**src/rtl/cordic_pkg.sv**
```systemverilog
// Shared types and helpers for the CORDIC downscale arbiter: FSM state, default widths and
// the round-robin pick function.
package cordic_pkg;

    typedef enum logic {IDLE, BURST} state_t;

    localparam int unsigned CORDIC_WIDTH_DEF = 22;
    localparam int unsigned DATA_WIDTH_DEF   = 16;

    // rr_next works on a fixed 8-wide vector; callers zero-pad, so wrapping modulo 8
    // lands on the same requester as wrapping modulo NUM_REQ.
    localparam int unsigned RR_MAX_REQ = 8;
    localparam int unsigned RR_IDX_W   = 3;

    function automatic logic [RR_IDX_W-1:0] rr_next(input logic [RR_MAX_REQ-1:0] vld,
                                                    input logic [RR_IDX_W-1:0]   ptr);
        logic [RR_IDX_W-1:0] idx;
        logic [RR_IDX_W-1:0] pick;
        pick = ptr;
        // Scan from the far end so the closest set bit above ptr is written last.
        for (int i = RR_MAX_REQ - 1; i >= 0; i--) begin
            idx = ptr + RR_IDX_W'(i);
            if (vld[idx]) begin
                pick = idx;
            end
        end
        return pick;
    endfunction

endpackage

```
**src/rtl/rr_arbiter.sv**
```systemverilog
// Combinational round-robin pick: first valid requester at or above the pointer, wrapping.
module rr_arbiter
    import cordic_pkg::*;
#(
    parameter int unsigned NUM_REQ  = 4,
    parameter int unsigned ID_WIDTH = 2
) (
    input  logic [NUM_REQ-1:0]  req_vld,
    input  logic [ID_WIDTH-1:0] ptr,
    output logic [ID_WIDTH-1:0] grant,
    output logic                any_vld
);

    logic [RR_MAX_REQ-1:0] vld_pad;
    logic [RR_IDX_W-1:0]   ptr_pad;
    logic [RR_IDX_W-1:0]   pick;

    always_comb begin
        vld_pad = RR_MAX_REQ'(req_vld);
        ptr_pad = RR_IDX_W'(ptr);
        pick    = rr_next(vld_pad, ptr_pad);
        grant   = ID_WIDTH'(pick);
        any_vld = |req_vld;
    end

endmodule

```
**src/rtl/cordic_downscale_arbiter.sv**
```systemverilog
// Round-robin burst arbiter in front of a shared CORDIC_WIDTH->DATA_WIDTH downscale stage.
// Define DOWNSCALE_ROUND_SAT_EN for round-half-up with positive saturation instead of truncation.
module cordic_downscale_arbiter
    import cordic_pkg::*;
#(
    parameter int unsigned NUM_REQ      = 4,
    parameter int unsigned CORDIC_WIDTH = CORDIC_WIDTH_DEF,
    parameter int unsigned DATA_WIDTH   = DATA_WIDTH_DEF,
    parameter int unsigned ID_WIDTH     = 2
) (
    input  logic                            clk,
    input  logic                            nreset,
    input  logic [NUM_REQ-1:0]              req_vld,
    input  logic [NUM_REQ-1:0]              req_last,
    input  logic [NUM_REQ*CORDIC_WIDTH-1:0] req_data,
    output logic [NUM_REQ-1:0]              req_rdy,
    output logic                            out_vld,
    input  logic                            out_rdy,
    output logic [DATA_WIDTH-1:0]           out_data,
    output logic [ID_WIDTH-1:0]             out_id,
    output logic                            out_last
);

    localparam int unsigned SHIFT = CORDIC_WIDTH - DATA_WIDTH;

    state_t                  state_q;
    logic [ID_WIDTH-1:0]     grant_q;
    logic [ID_WIDTH-1:0]     ptr_q;
    logic [ID_WIDTH-1:0]     arb_grant;
    logic [ID_WIDTH-1:0]     ptr_next;
    logic                    any_vld;
    logic [CORDIC_WIDTH-1:0] sel_data;
    logic                    sel_vld;
    logic                    sel_last;
    logic                    take;
    logic                    accept;
    logic [DATA_WIDTH-1:0]   ds_data;

    rr_arbiter #(
        .NUM_REQ  (NUM_REQ),
        .ID_WIDTH (ID_WIDTH)
    ) u_rr_arbiter (
        .req_vld (req_vld),
        .ptr     (ptr_q),
        .grant   (arb_grant),
        .any_vld (any_vld)
    );

    assign ptr_next = (arb_grant == ID_WIDTH'(NUM_REQ - 1)) ? '0 : arb_grant + 1'b1;

    // Output slot is free when empty or being drained this cycle.
    assign take = ~out_vld | out_rdy;

    always_comb begin
        sel_data = '0;
        sel_vld  = 1'b0;
        sel_last = 1'b0;
        req_rdy  = '0;
        for (int i = 0; i < int'(NUM_REQ); i++) begin
            if (grant_q == ID_WIDTH'(i)) begin
                sel_data   = req_data[i*CORDIC_WIDTH +: CORDIC_WIDTH];
                sel_vld    = req_vld[i];
                sel_last   = req_last[i];
                req_rdy[i] = (state_q == BURST) & take;
            end
        end
    end

    assign accept = (state_q == BURST) & sel_vld & take;

`ifdef DOWNSCALE_ROUND_SAT_EN
    localparam logic [CORDIC_WIDTH:0] HALF_LSB = (CORDIC_WIDTH + 1)'(1) << (SHIFT - 1);

    logic [CORDIC_WIDTH:0] rnd_sum;
    logic [DATA_WIDTH:0]   rnd_top;
    logic                  unused_rnd_low;

    always_comb begin
        rnd_sum = {sel_data[CORDIC_WIDTH-1], sel_data} + HALF_LSB;
        rnd_top = rnd_sum[CORDIC_WIDTH -: DATA_WIDTH + 1];
        // Adding a positive half-LSB can only overflow toward +max.
        if (rnd_top[DATA_WIDTH] != rnd_top[DATA_WIDTH-1]) begin
            ds_data = {1'b0, {(DATA_WIDTH - 1){1'b1}}};
        end else begin
            ds_data = rnd_top[DATA_WIDTH-1:0];
        end
    end

    assign unused_rnd_low = ^rnd_sum[SHIFT-1:0];
`else
    logic unused_trunc_low;

    assign ds_data          = sel_data[CORDIC_WIDTH-1 -: DATA_WIDTH];
    assign unused_trunc_low = ^sel_data[SHIFT-1:0];
`endif

    always_ff @(posedge clk or negedge nreset) begin
        if (!nreset) begin
            state_q  <= IDLE;
            grant_q  <= '0;
            ptr_q    <= '0;
            out_vld  <= 1'b0;
            out_data <= '0;
            out_id   <= '0;
            out_last <= 1'b0;
        end else begin
            case (state_q)
                IDLE: begin
                    if (any_vld) begin
                        grant_q <= arb_grant;
                        ptr_q   <= ptr_next;
                        state_q <= BURST;
                    end
                end
                BURST: begin
                    if (accept && sel_last) begin
                        state_q <= IDLE;
                    end
                end
                default: state_q <= IDLE;
            endcase

            if (accept) begin
                out_vld  <= 1'b1;
                out_data <= ds_data;
                out_id   <= grant_q;
                out_last <= sel_last;
            end else if (out_rdy) begin
                out_vld <= 1'b0;
            end
        end
    end

endmodule

```
**config.mk**
```make
export PLATFORM = sky130hd
export DESIGN_NAME = cordic_downscale_arbiter
export DESIGN_NICKNAME = d
export VERILOG_FILES = /design/src/rtl/cordic_pkg.sv /design/src/rtl/rr_arbiter.sv /design/src/rtl/cordic_downscale_arbiter.sv
export SDC_FILE = /design/constraint.sdc
export NUM_CORES = 1
export LEC_CHECK = 0
export BUFFER_PORTS_ARGS = -buffer_cell sky130_fd_sc_hd__buf_2
export CORE_UTILIZATION = 30
export CTS_CLUSTER_SIZE = 12
export DETAILED_ROUTE_END_ITERATION = 8
export PLACE_DENSITY = 0.66
export SKIP_LAST_GASP = 1
export SLEW_MARGIN = 5
export SYNTH_ARGS = -nofsm -noshare
export SYNTH_HDL_FRONTEND = slang
export SYNTH_SLANG_ARGS = --single-unit
export TNS_END_PERCENT = 50
```
**constraint.sdc**
```tcl
create_clock -name clk -period 2.7 [get_ports clk]
set_input_delay 0.54 -clock clk [delete_from_list [all_inputs] [get_ports clk]]
set_output_delay 0.54 -clock clk [all_outputs]
set_load 0.05 [all_outputs]
```
==> impl_metrics.toml <==
[logic_synthesis]
synth_top_area_cell = "dfrtp_1"
synth_seq_cells = 25
synth_flop_cell = "dfrtp_1"
ys_warn_count = 0
synth_cells = 142
synth_edf_count = 0
yosysUniqueCellTypes = 36
synth_nets = 243
yosys-top-cells-area = "dfrtp_1, mux4_2, mux2_2"
synth-async-reset-ratio_pct = 100
netlist_area_sq_um = 1740
ys_seq_area_share_pct = 36.0
avgSynthCellArea_sq_um = 12.2
synth_commonest_cells = "dfrtp_1, mux4_2, mux2_2, nand2_1, nor2_1"
synthDominantCellAreaShare_pct = 36.0
yosysMostFrequentCell = "dfrtp_1"

[critical_path]
required_ps = 2880
end_kind = "register"
cpMaxStageDelayCell = "or4_4"
crit_chain = "inv_1 > ha_1 > nor2_1 > o31a_1 > o221a_1 > or4_4 > and3_4 > o31ai_2"
startpoint = "ptr_q[1]"
slowest_delay_ps = 440
crit_type = "reg -> reg"
crit_arrival_ps = 2580
path_max_fanout = 8
r2r_start = "ptr_q[1]"
start_kind = "register"

[timing]
report.final.setup_viol = 0
fmax_mhz = 417
max_slew_margin_pct = 62.2
finalCritPeriodShare_pct = 88.9
drv_slew = 0
final-hold-violation-count = 0
rsz0062_at_grt = "no"
finalSetupTns_ps = 0
worstMarginPinSlew_ps = 568
finalClockSkew_ps = 5.45
min_period_ps = 2400
hold_ws_ps = 255

[clock_tree]
cts-resized-gates = 0
cts_root_buf = "clkbuf_8"
cts.sinks = 25
clk_latency_ps = 270
clkTransAtPathRegs_ps = 90
h-tree-depth = 1
clockBufferDepth = 2
cts_hold_buffers = 0
cts_tree = "done"
cts_buffers = 3
postCtsSetupRepairBufs = 0

[global_routing]
overflow = 0
antenna_found_initial = 0
grt_pass1_wl_mm = 7.09
gr-usage-all-layers_pct = 14.8
grt_pass1_vias = 1414
grt_max_degree = 26

[flow_run]
max-cap-violations = 0

[layout]
drive_gt1_share_pct = 63.3
finish.utilization_pct = 42.3
final_net_count = 339
multi_input_area_sq_um = 1030
area_growth_pct = 35.0
regArea_sq_um = 626
fill_cells = 545
n_antenna_cell = 0

[floorplanning]
start_util_pct = 31.3
fp-row-count = 27
core_area_sq_um = 5540
die_h_microns = 78.1
ioPinCount = 123
die_x_microns = 78.1
die_area_sq_um = 6100

[routing]
drtIter0Drc = 71
num_vias = 1534
routed_wl_mm = 4.46
drtPass1Iterations = 6
via_per_inst = 4.96
drcViolationCount = 0
antenna_left = 0
wl_per_cell_microns = 14.4

[power]
finalPower_mw = 3.11
peakVddDrop_v = 0.000508
power_density_nw_per_um2 = 1330
power_leakage_nw = 1.12

[status]
status = "finished clean"

[hold_path]
hp-class = "in -> async"

[placed_design]
gp_congestion = 0.824
portBuffers = 98
dp_hpwl_mm = 3.49
[worst max-delay path, delay by kind of cell, from the launching register on]
kind                       cells  cell delay, ps
adders and majority gates      1             400
buffers and inverters          1             100
AOI/OAI and AO/OA              3             680
DFF                            1             410
and+or+nand+nor                3             730
[layer usage]
layer	part of all wire (%)	routed length, microns	track usage (%)
met1	39	1750	17.6
met2	51	2300	25.8
met3	8.2	364	3.95
met4	1.2	52	5.00
met5	0	0	0
[report_power, final]
part | leakage (nW) | internal [mW] | switching, mW
clock network | 0.0217 | 0.105 | 0.120
logic | 0.804 | 0.894 | 1.32
registers | 0.294 | 0.572 | 0.0983
[cell usage in the layout, fill, tap and decap left out, types with 2 or more instances in the layout]
cell type,n
ha_1,2
nor3_1,2
mux2_2,18
a21oi_1,6
nor2_1,11
o21ai_0,3
mux4_2,19
nand2_1,11
dfrtp_1,25
and3_1,3
buf_4,6
inv_1,4
buf_2,98
o31a_1,2
nand2b_1,2
clkbuf_8,3
o22ai_1,3
[final cells by class]
cell class / count / share of cell area (%)
clock buffers: 3 / 1.76
clock inverters: 1 / 0.320
inverters: 5 / 0.800
multi-input cells: 99 / 43.8
flip-flops and latches: 25 / 26.7
well taps: 72 / 3.84
repair buffers: 104 / 22.8
[kinds of logic after synthesis]
| kind of cell | share of synthesized area (%) |
|---|---|
| buf+inv | 4.90 |
| flops | 36.0 |
| compound gates | 8.86 |
| mux | 38.4 |
| xor+xnor | 0.504 |
| simple gates | 9.87 |
| fa+ha+maj | 1.44 |
[state kept, by name, indices dropped and copies added, names as in the netlist]
signal,flops
out_id,2
ptr_q,2
out_vld,1
state_q,1
grant_q,2
out_last,1
out_data,16
[per-stage QoR]
stage / setup slack, ps / cell area (sq um) / std cells
after detailed placement: 323 / 2300 / 305
after global routing: 146 / 2340 / 309
after floorplan: 84.8 / 1740 / 142
final: 301 / 2340 / 309
after global placement: 330 / 2300 / 305
after CTS: 290 / 2340 / 309
[worst paths after layout]
kind,endpoint,slack [ps],depth (start not counted)
setup / recovery,ptr_q[1],300,8
hold / removal,out_vld,260,1
setup reg to reg,ptr_q[1],300,8
hold reg to reg,out_last,480,2
max in group asynchronous,ptr_q[1],2070,1
min in group clk,out_last,480,2
(Power assumes the default switching activity.)
